`config.mk`:
```
export PLATFORM = sky130hd
export DESIGN_NAME = two_reg_fifo_flat
export DESIGN_NICKNAME = d
export VERILOG_FILES = /design/src/rtl/two_reg_fifo_if.sv /design/src/rtl/two_reg_fifo.sv /design/src/flat_wrapper.sv
export SDC_FILE = /design/constraint.sdc
export NUM_CORES = 1
export LEC_CHECK = 0
export CAP_MARGIN = 5
export CORE_MARGIN = 2
export CORE_UTILIZATION = 51
export CTS_CLUSTER_DIAMETER = 120
export DETAILED_ROUTE_END_ITERATION = 7
export PLACE_DENSITY = 0.8
export SYNTH_ARGS = -nofsm -noshare
export SYNTH_HDL_FRONTEND = slang
export SYNTH_SLANG_ARGS = --single-unit
```
`constraint.sdc`:
```
create_clock -name clk -period 2.26 [get_ports clk]
set_input_delay 0.565 -clock clk [delete_from_list [all_inputs] [get_ports clk]]
set_output_delay 0.565 -clock clk [all_outputs]
set_load 0.02 [all_outputs]
```
`src/rtl/two_reg_fifo_if.sv`:
```
//------------------------------------------------------------------------------
// Module  : two_reg_fifo_if
// Brief   : Write/read handshake bundle for the two-entry FWFT FIFO.
// Revision: 1.0 - initial release
//------------------------------------------------------------------------------
`default_nettype none

interface two_reg_fifo_if #(
    parameter int WIDTH = 32
);
    logic             iWrEn;
    logic [WIDTH-1:0] iWrDat;
    logic             iRdEn;
    logic             oFul;
    logic             oEmpty;
    logic [1:0]       oDatVld;
    logic [WIDTH-1:0] oRdDat;

    // Producer/consumer side of the buffer
    modport master (
        output iWrEn,
        output iWrDat,
        output iRdEn,
        input  oFul,
        input  oEmpty,
        input  oDatVld,
        input  oRdDat
    );

    // The FIFO itself
    modport slave (
        input  iWrEn,
        input  iWrDat,
        input  iRdEn,
        output oFul,
        output oEmpty,
        output oDatVld,
        output oRdDat
    );
endinterface

`default_nettype wire

```
`src/rtl/two_reg_fifo.sv`:
```
//------------------------------------------------------------------------------
// Module  : two_reg_fifo
// Brief   : Two-entry first-word-fall-through FIFO (head R0, tail R1) with
//           per-entry valid bits; elastic buffer between ring-NoC stages.
// Revision: 1.0 - initial release
//------------------------------------------------------------------------------
`default_nettype none

module two_reg_fifo #(
    parameter int WIDTH = 32
) (
    input  wire logic       clk,
    input  wire logic       rst,
    two_reg_fifo_if.slave   bus
);

    localparam logic [1:0] c_VLD_EMPTY = 2'b00;
    localparam logic [1:0] c_VLD_ONE   = 2'b01;
    localparam logic [1:0] c_VLD_FULL  = 2'b11;

    logic [WIDTH-1:0] r_r0;
    logic [WIDTH-1:0] r_r1;
    logic [1:0]       r_vld;

    logic [WIDTH-1:0] w_r0_nxt;
    logic [WIDTH-1:0] w_r1_nxt;
    logic [1:0]       w_vld_nxt;
    logic             w_rd_acc;
    logic             w_wr_acc;

    // A write while full is only accepted when the head leaves in the same cycle
    assign w_rd_acc = bus.iRdEn & r_vld[0];
    assign w_wr_acc = bus.iWrEn & (~r_vld[1] | w_rd_acc);

    always_comb begin
        w_r0_nxt  = r_r0;
        w_r1_nxt  = r_r1;
        w_vld_nxt = r_vld;
        case (r_vld)
            c_VLD_EMPTY: begin
                if (w_wr_acc) begin
                    w_r0_nxt  = bus.iWrDat;
                    w_vld_nxt = c_VLD_ONE;
                end
            end
            c_VLD_ONE: begin
                case ({w_rd_acc, w_wr_acc})
                    2'b01: begin
                        w_r1_nxt  = bus.iWrDat;
                        w_vld_nxt = c_VLD_FULL;
                    end
                    2'b10: w_vld_nxt = c_VLD_EMPTY;
                    2'b11: w_r0_nxt  = bus.iWrDat;
                    default: ;
                endcase
            end
            c_VLD_FULL: begin
                // Tail compacts into the head so 2'b10 can never be reached
                if (w_rd_acc) begin
                    w_r0_nxt = r_r1;
                    if (w_wr_acc) begin
                        w_r1_nxt = bus.iWrDat;
                    end else begin
                        w_vld_nxt = c_VLD_ONE;
                    end
                end
            end
            default: w_vld_nxt = c_VLD_EMPTY;
        endcase
    end

    always_ff @(posedge clk or negedge rst) begin
        if (!rst) begin
            r_r0  <= '0;
            r_r1  <= '0;
            r_vld <= c_VLD_EMPTY;
        end else begin
            r_r0  <= w_r0_nxt;
            r_r1  <= w_r1_nxt;
            r_vld <= w_vld_nxt;
        end
    end

    assign bus.oDatVld = r_vld;
    assign bus.oEmpty  = ~r_vld[0];
    assign bus.oFul    = r_vld[1];
    assign bus.oRdDat  = r_vld[0] ? r_r0 : '0;

endmodule

`default_nettype wire

```
`src/flat_wrapper.sv`:
```
// flat-port wrapper written by rule: the top's interface ports become plain ports
module two_reg_fifo_flat 
#(
    parameter int WIDTH = 32
)
  (clk, rst, bus_iWrEn, bus_iWrDat, bus_iRdEn, bus_oFul, bus_oEmpty, bus_oDatVld, bus_oRdDat);
  two_reg_fifo_if #(.WIDTH(WIDTH)) bus_i ();
  input  wire logic clk;
  input  wire logic rst;
  input wire logic [$bits(bus_i.iWrEn)-1:0] bus_iWrEn;
  input wire logic [$bits(bus_i.iWrDat)-1:0] bus_iWrDat;
  input wire logic [$bits(bus_i.iRdEn)-1:0] bus_iRdEn;
  output wire logic [$bits(bus_i.oFul)-1:0] bus_oFul;
  output wire logic [$bits(bus_i.oEmpty)-1:0] bus_oEmpty;
  output wire logic [$bits(bus_i.oDatVld)-1:0] bus_oDatVld;
  output wire logic [$bits(bus_i.oRdDat)-1:0] bus_oRdDat;
  assign bus_i.iWrEn = bus_iWrEn;
  assign bus_i.iWrDat = bus_iWrDat;
  assign bus_i.iRdEn = bus_iRdEn;
  assign bus_oFul = bus_i.oFul;
  assign bus_oEmpty = bus_i.oEmpty;
  assign bus_oDatVld = bus_i.oDatVld;
  assign bus_oRdDat = bus_i.oRdDat;
  two_reg_fifo #(.WIDTH(WIDTH)) u_core (.clk(clk), .rst(rst), .bus(bus_i));
endmodule
```
Word level (Yosys, flattened, before mapping)

Index checks and enable logic that the tools add are counted.
W data, S select, Z words.

Bits of input ports: 36
Output and inout bits: 36
Register bits: 66
Logic and storage cells: 39

Reductions and logical operators: 6
Bitwise gates (word level): 5
Equal/unequal tests: 12
Multiplexer cells: 13

Operator list:

| cell                 | count |
|---|---|
| $mux W32             | 6 |
| $pmux W32 S3         | 1 |
| $pmux W32 S2         | 1 |
| $reduce_and A4 Y1    | 3 |
| $ne A2 B1 Y1 const B | 4 |
| $eq A2 B2 Y1 const B | 3 |
| $mux W2              | 3 |
| $pmux W2 S3          | 1 |
| $eq A2 B1 Y1 const B | 2 |
| $ne A2 B2 Y1 const B | 2 |
| $pmux W2 S2          | 1 |
| $ne A3 B1 Y1 const B | 1 |
| $reduce_bool A3 Y1   | 1 |
| $and A1 B1 Y1        | 2 |
| $logic_not A2 Y1     | 1 |
| $not A1 Y1           | 2 |
| $reduce_bool A2 Y1   | 1 |
| $or A1 B1 Y1         | 1 |

Logic depth before layout (Yosys ltp)

Gate-level depths: netlist of the first run.

Word-level depth: 6
Depth in mapped cells: 9
Gate-level depth less buffers: 6

Least setup slack after synthesis of the first run

Ideal clock, no wire load.

Path kind: register to register
Start point: reg u_core.r_vld[0], in the netlist u_core.bus.oDatVld[0]
End point: reg u_core.r_r0[0]
Path slack: -0.098 ns
Clock period less this slack: 2.358 ns
Setup time: 0.127 ns
Arrival time: 2.231 ns
Stages on the path, launching flop included: 10
Required time: 2.133 ns
Path buffers: 3
Path through: dfrtp_1 buf_2 clkbuf_1 inv_1 ha_1 nor2_1 a31oi_2 nor2_4 buf_6 mux2_1

Word-level cells in the longest chain between the ends: 6
Elaborated cells between the ends (all ways): 13
Those cells by class: eq/ne (6); mux (1); bitwise (3); reduce/logical (3)

RTL lines:

| element                     | line               | RTL |
|---|---|---|
| from (decl)                 | two_reg_fifo.sv:23 | `logic [1:0] r_vld;` |
| from (signal assigned)      | two_reg_fifo.sv:76 | `r_vld <= c_VLD_EMPTY;` |
| from (signal assigned)      | two_reg_fifo.sv:80 | `r_vld <= w_vld_nxt;` |
| $and A1 B1 Y1               | two_reg_fifo.sv:32 | `assign w_rd_acc = bus.iRdEn & r_vld[0];` |
| $or A1 B1 Y1                | two_reg_fifo.sv:33 | `assign w_wr_acc = bus.iWrEn & (~r_vld[1] \| w_rd_acc);` |
| $and A1 B1 Y1               | two_reg_fifo.sv:33 |  |
| $eq A2 B2 Y1                | two_reg_fifo.sv:47 | `case ({w_rd_acc, w_wr_acc})` |
| $ne A2 B2 Y1 (no line)      | -                  |  |
| $reduce_and A4 Y1 (no line) | -                  |  |
| to (signal assigned)        | two_reg_fifo.sv:78 | `r_r0 <= w_r0_nxt;` |
| to (decl)                   | two_reg_fifo.sv:21 | `logic [WIDTH-1:0] r_r0;` |

Several ways; a longest one is shown, not always the timed one.
A chain may end at the register's enable or synchronous reset.

Worst setup path in the final report of the first run

Start point: reg u_core.r_vld[0], in the netlist u_core.bus.oDatVld[0]
End point: out bus_oDatVld[0]

RTL lines:

| element   | line               | RTL |
|---|---|---|
| to (decl) | flat_wrapper.sv:15 | `output wire logic [$bits(bus_i.oDatVld)-1:0] bus_oDatVld;` |

No word-level cell between the ends.

==> impl_metrics.json, run 1 <==
{
  "setup_tns_ns": 0,
  "insertion_delay_ns": 0.33,
  "powerDensity_nw_per_um2": 1510,
  "routed_via_density": 5.14,
  "max_slew_margin": 0.764,
  "clk_pin_slew_ns": 0.07,
  "slowest_stage": "clkdlybuf4s50_1",
  "grt_pass1_vias": 2221,
  "max_freq_mhz": 468,
  "slew_viol_final": 0,
  "wl_per_cell_um": 16.0,
  "overflow": 0,
  "vias": 2042,
  "ys_top_cells_by_count": "66 x dfrtp_1, 38 x mux2_2, 32 x and2_1",
  "syn_inst": 235,
  "r2r_slack_ns": 0.21,
  "use_met2": 0.303,
  "synth-seq-area-share": 0.490,
  "synth_top_area_frac": 0.490,
  "syn-num-nets": 275,
  "cts_tree": "done",
  "yosysMostFrequentCell": "dfrtp_1",
  "row_count": 29,
  "place_congestion": 0.798,
  "io_pins": 72,
  "antenna_cells": 0,
  "final_nets": 356,
  "drt_pass1_iterations": 4,
  "drv_cap": 0,
  "drt_first_iter_violations": 80,
  "path_max_fanout": 11,
  "setup_violations": 0,
  "r2r-start": "u_core.bus.oDatVld[0]",
  "cts_buffers": 9,
  "rsz0062_at_grt": "false",
  "ir_worst_vdd_uv": 897,
  "synth-simple-area-share": 0.0772,
  "met1_usage": 0.245,
  "cp.arrival_ns": 1.57,
  "area_growth_pct": 32.0,
  "h-tree-depth": 3,
  "hold_buffers": 0,
  "die_area_um2": 7280,
  "dp_slack_ns": 0.0493,
  "outcome": "finished clean",
  "dp_hpwl_um": 4350,
  "tightest_slew_ns": 0.354,
  "synth_edf_count": 0,
  "final_layout_size_suffix_gt1_frac": 0.328,
  "hp-class": "input pin to async pin",
  "yosysWarnings": 0,
  "finalCriticalPeriod_ns": 2.14,
  "ys_seq_elements": 66,
  "final_core_util": 0.697,
  "start_kind": "flip-flop",
  "avgSynthCellArea_um2": 14.3,
  "regToRegEndpoint": "u_core.r_r0[12]",
  "crit_buf_inv": 2,
  "worst_setup_path_end_kind": "primary output",
  "synth-main-ff-cell": "dfrtp_1",
  "grt_pass1_wl_um": 10700,
  "cts_root_buf": "clkbuf_8",
  "core_area_um2": 6390,
  "finalWorstSetupSlack_ns": 0.122,
  "clkSinkCount": 66,
  "wl_um": 6340,
  "busiest_layer": "met2",
  "synth_cell_types": 27,
  "port_buffers": 71,
  "muxShareOfSynthArea": 0.361,
  "start_util": 0.528,
  "synth_area_leader_cell": "dfrtp_1",
  "reg2regPathDepth": 8,
  "synth_compound_area_frac": 0.0212,
  "cp_slowest_stage_delay_ns": 0.61,
  "synthArstFlopShare": 1.00,
  "ys_top_cells_by_area": "dfrtp_1 49%, mux2_4 13%, mux2_2 13%, mux2_1 10%, and2_1 5.9%",
  "period_share": 0.946,
  "critPathKind": "flip-flop to primary output",
  "crit_family": "buffers and inverters",
  "synth_top_family_by_area": "multiplexers",
  "crit_required_ns": 1.69,
  "clock_path_buffers": 2,
  "finClkSkew_ns": 0.00934,
  "die_width_um": 85.3,
  "synthAdderAreaFrac": 0.0148,
  "route.detailed.drc": 0,
  "synth_xor_area_frac": 0,
  "crit_path_cell_trace": "buf_4 -> clkdlybuf4s50_1",
  "p_leak_uw": 0.00223,
  "met3_usage": 0.0496,
  "hold_viol_final": 0,
  "syn_area_um2": 3370,
  "antenna_found_initial": 0,
  "track_usage": 0.186,
  "die_h_um": 85.3,
  "grt_max_degree": 67,
  "ant_nets": 0
}
-- layer usage --
metal,vias to the layer above,wire [um]
met3,4,275
met4,0,38
met2,48,3160
li1,982,-
met5,-,0
met1,1008,2870
-- stage by stage --
stage	hold WS (ns)	area (um2)	std cells	power (uW)
floorplan	0.269	3370	235	4670
global placement	0.463	4220	380	5790
detailed placement	0.471	4220	380	5890
CTS	0.252	4410	397	6830
global route	0.261	4450	397	7170
finish	0.243	4450	397	6720
-- kinds of logic after synthesis --
| family | Yosys count |
|---|---|
| compound gates | 9 |
| flops | 66 |
| simple gates | 41 |
| fa+ha+maj | 4 |
| buf+inv | 17 |
| mux | 98 |
-- what timing repair did --
action,in CTS,in global routing
endpoints found under the hold margin,0,0
gates resized for setup,18,15
setup endpoints to repair,29,15
setup buffers,2,0
gates cloned,0,0
-- power by group --
group,internal [uW],switching (uW)
Clock,593,415
Combinational,2020,1560
Sequential,1810,322
Total,4430,2290
-- state kept, by name (all words and copies together) (netlist names) --
| name | cells |
|---|---|
| u_core.r_r0 | 32 |
| u_core.r_r1 | 32 |
| u_core.bus.oDatVld | 2 |
-- worst max path at each step --
stage,startpoint,cells past startpoint,to
floorplan,u_core.bus.oDatVld[0],9,u_core.r_r0[0]
global placement,bus_iRdEn,6,u_core.r_r1[11]
detailed placement,bus_iRdEn,6,u_core.r_r0[28]
CTS,u_core.bus.oDatVld[0],3,bus_oRdDat[11]
global route,u_core.bus.oDatVld[0],2,bus_oDatVld[0]
finish,u_core.bus.oDatVld[0],2,bus_oDatVld[0]
-- worst register-to-register path: stages (launching register included) --
cell and delay, ns:
dfrtp_2 0.46, buf_4 0.17, inv_1 0.09, ha_1 0.26, nor2_1 0.16, a31oi_2 0.07, nor2_4 0.16, buf_12 0.20
mux2_1 0.35
-- layout by cell type (no fill, tap or decap), types with 2 or more instances in the layout --
| cell | Yosys | routed |
|---|---|---|
| dlymetal6s2s_1 | 0 | 15 |
| clkbuf_8 | 0 | 12 |
| mux2_2 | 38 | 38 |
| dfrtp_1 | 66 | 65 |
| mux2_4 | 30 | 30 |
| inv_1 | 2 | 2 |
| ha_1 | 4 | 3 |
| a21oi_1 | 2 | 2 |
| buf_12 | 0 | 5 |
| clkdlybuf4s50_1 | 0 | 37 |
| dlygate4sd2_1 | 0 | 18 |
| nor2_1 | 2 | 2 |
| mux2_1 | 30 | 30 |
| and2_1 | 32 | 32 |
| buf_4 | 1 | 9 |
-- cell type report --
cell class,count,area [um2]
clock buffer,13,169
timing repair buffer,85,888
fill,468,1940
multi-input combinational,152,1600
clock inverter,2,35.0
inverter,2,7.51
sequential,66,1650
tap,77,96.3
Power figures use the tool's default switching activity.
==> run 2, diff against run 1 <==
==> constraint.sdc (replaced) <==
create_clock -name clk -period 2.26 [get_ports clk]
set_input_delay 0.339 -clock clk [delete_from_list [all_inputs] [get_ports clk]]
set_output_delay 0.339 -clock clk [all_outputs]
set_load 0.02 [all_outputs]
==> impl_metrics.json, run 2 (synthesis gave the netlist of run 1 again) <==
{
  "drt_pass1_iterations": 4,
  "power_uw": 6850,
  "outcome": "finished clean",
  "area_growth_pct": 31.1,
  "hold-worst-slack_ns": 0.00466,
  "overflow": 0,
  "clockPowerShare": 0.151,
  "port_buffers": 71,
  "finalCriticalPeriod_ns": 2.05,
  "cp_slowest_stage_delay_ns": 0.42,
  "cp.arrival_ns": 2.28,
  "slew_viol_final": 0,
  "die_width_um": 85.3,
  "track_usage": 0.182,
  "drt_first_iter_violations": 79,
  "wl_per_cell_um": 15.7,
  "wl_um": 6220,
  "ir_worst_vdd_uv": 1040,
  "crit_required_ns": 2.49,
  "final_cell_mix": "70 x clkdlybuf4s50_1, 65 x dfrtp_1, 38 x mux2_2",
  "cts_buffers": 9,
  "max_freq_mhz": 487,
  "clkSinkCount": 66,
  "grt_pass1_wl_um": 10400,
  "final_common_cell": "clkdlybuf4s50_1",
  "crit_family": "compound AO/OA/AOI/OAI gates",
  "setup_tns_ns": 0,
  "start_util": 0.528,
  "insertion_delay_ns": 0.34,
  "die_h_um": 85.3,
  "period_share": 0.909,
  "path_max_fanout": 15,
  "slowest_stage": "dfrtp_2",
  "p_seq_frac": 0.308,
  "power.share.switching": 0.339,
  "internal-power_uw": 4520,
  "cts_root_buf": "clkbuf_8",
  "routed_via_density": 5.17,
  "final_layout_size_suffix_gt1_frac": 0.329,
  "start_kind": "flip-flop",
  "powerDensity_nw_per_um2": 1550,
  "grt_pass1_vias": 2141,
  "die_area_um2": 7280,
  "final_nets": 354,
  "p_leak_uw": 0.00195,
  "h-tree-depth": 3,
  "worst_setup_path_end_kind": "flip-flop",
  "dp_hpwl_um": 4230,
  "antenna_found_initial": 0,
  "hp-class": "input pin to async pin",
  "hold_viol_final": 0,
  "ant_nets": 0,
  "drv_cap": 0,
  "core_area_um2": 6390,
  "critPathKind": "flip-flop to flip-flop",
  "row_count": 29,
  "clock_path_buffers": 2,
  "finClkSkew_ns": 0.00778,
  "r2r-start": "u_core.bus.oDatVld[0]",
  "path_common_cell": "buf_4",
  "reg2regPathDepth": 7,
  "cts_tree": "done",
  "antenna_cells": 0,
  "crit_buf_inv": 2,
  "crit_path_cell_trace": "buf_4 -> ha_2 -> a211oi_2 -> a22o_2 -> nand2_4 -> buf_4 -> mux2_4",
  "regToRegEndpoint": "u_core.r_r1[19]",
  "place_congestion": 0.828,
  "tightest_slew_ns": 0.601,
  "r2r_slack_ns": 0.21,
  "vias": 2047,
  "rsz0062_at_grt": "false",
  "netSwitchingPower_uw": 2320,
  "setup_violations": 0,
  "max_slew_margin": 0.599,
  "route.detailed.drc": 0,
  "io_pins": 72,
  "pwr-share-comb": 0.540,
  "clk_pin_slew_ns": 0.08,
  "grt_max_degree": 31
}
-- run 2: changes by cell type in the layout (fill, tap and decap cells not counted), sizes merged --
cell / previous run / this run
clkdlybuf4s50: 37 / 70
clkinvlp: 0 / 3
dlygate4sd2: 18 / 0
clkbuf: 13 / 11
buf: 15 / 13
inv: 2 / 3
clkinv: 1 / 0
dlymetal6s2s: 15 / 0
-- run 2: stage by stage --
stage | setup WS (ns) | util | cell area, um2 | instances
2_1_floorplan | 0.0539 | - | 3370 | 235
3_3_place_gp | 0.211 | 0.657 | 4200 | 379
3_5_place_dp | 0.175 | 0.657 | 4200 | 379
4_1_cts | 0.178 | 0.692 | 4420 | 396
5_1_grt | 0.0918 | 0.692 | 4420 | 396
6_report | 0.206 | 0.692 | 4420 | 396
-- run 2: power groups by stage --
stage          Sequential [uW]  Clock, uW  Combinational (uW)
2_1_floorplan             2050          0                2620
3_3_place_gp              2130          0                3620
3_5_place_dp              2150          0                3690
4_1_cts                   2110       1070                3760
5_1_grt                   2180       1110                3980
6_report                  2110       1040                3700
-- run 2: layer usage --
layer  vias up  track usage  share of wire
met1      1019        0.234           0.45
met2        43        0.302           0.50
met5         -            0              0
met4         0       0.0519         0.0082
li1        977            -              -
met3         8       0.0516          0.048
-- run 2: repair_timing --
item,CTS,global route
endpoints found under the setup margin,25,0
setup buffers,1,0
hold buffers,0,0
gates resized for setup,1,0
-- run 2: area by class of cell --
class                   count  area (um2)
fillers                   469        1970
flip-flops and latches     66        1650
multi-input cells         152        1600
repair buffers             83         850
clock buffers              11         151
well taps                  77        96.3
clock inverters             5        61.3
inverters                   2        7.51
-- run 2: worst max path at each step --
stage / end / start / cells past startpoint / slack (ns)
finish: u_core.r_r1[19] / u_core.bus.oDatVld[0] / 7 / 0.21
global route: u_core.r_r0[30] / u_core.bus.oDatVld[0] / 8 / 0.09
CTS: bus_oRdDat[27] / u_core.bus.oDatVld[0] / 3 / 0.18
detailed placement: u_core.r_r1[19] / bus_iRdEn / 6 / 0.17
global placement: u_core.r_r1[23] / bus_iRdEn / 6 / 0.21
floorplan: u_core.r_r0[0] / u_core.bus.oDatVld[0] / 9 / 0.05
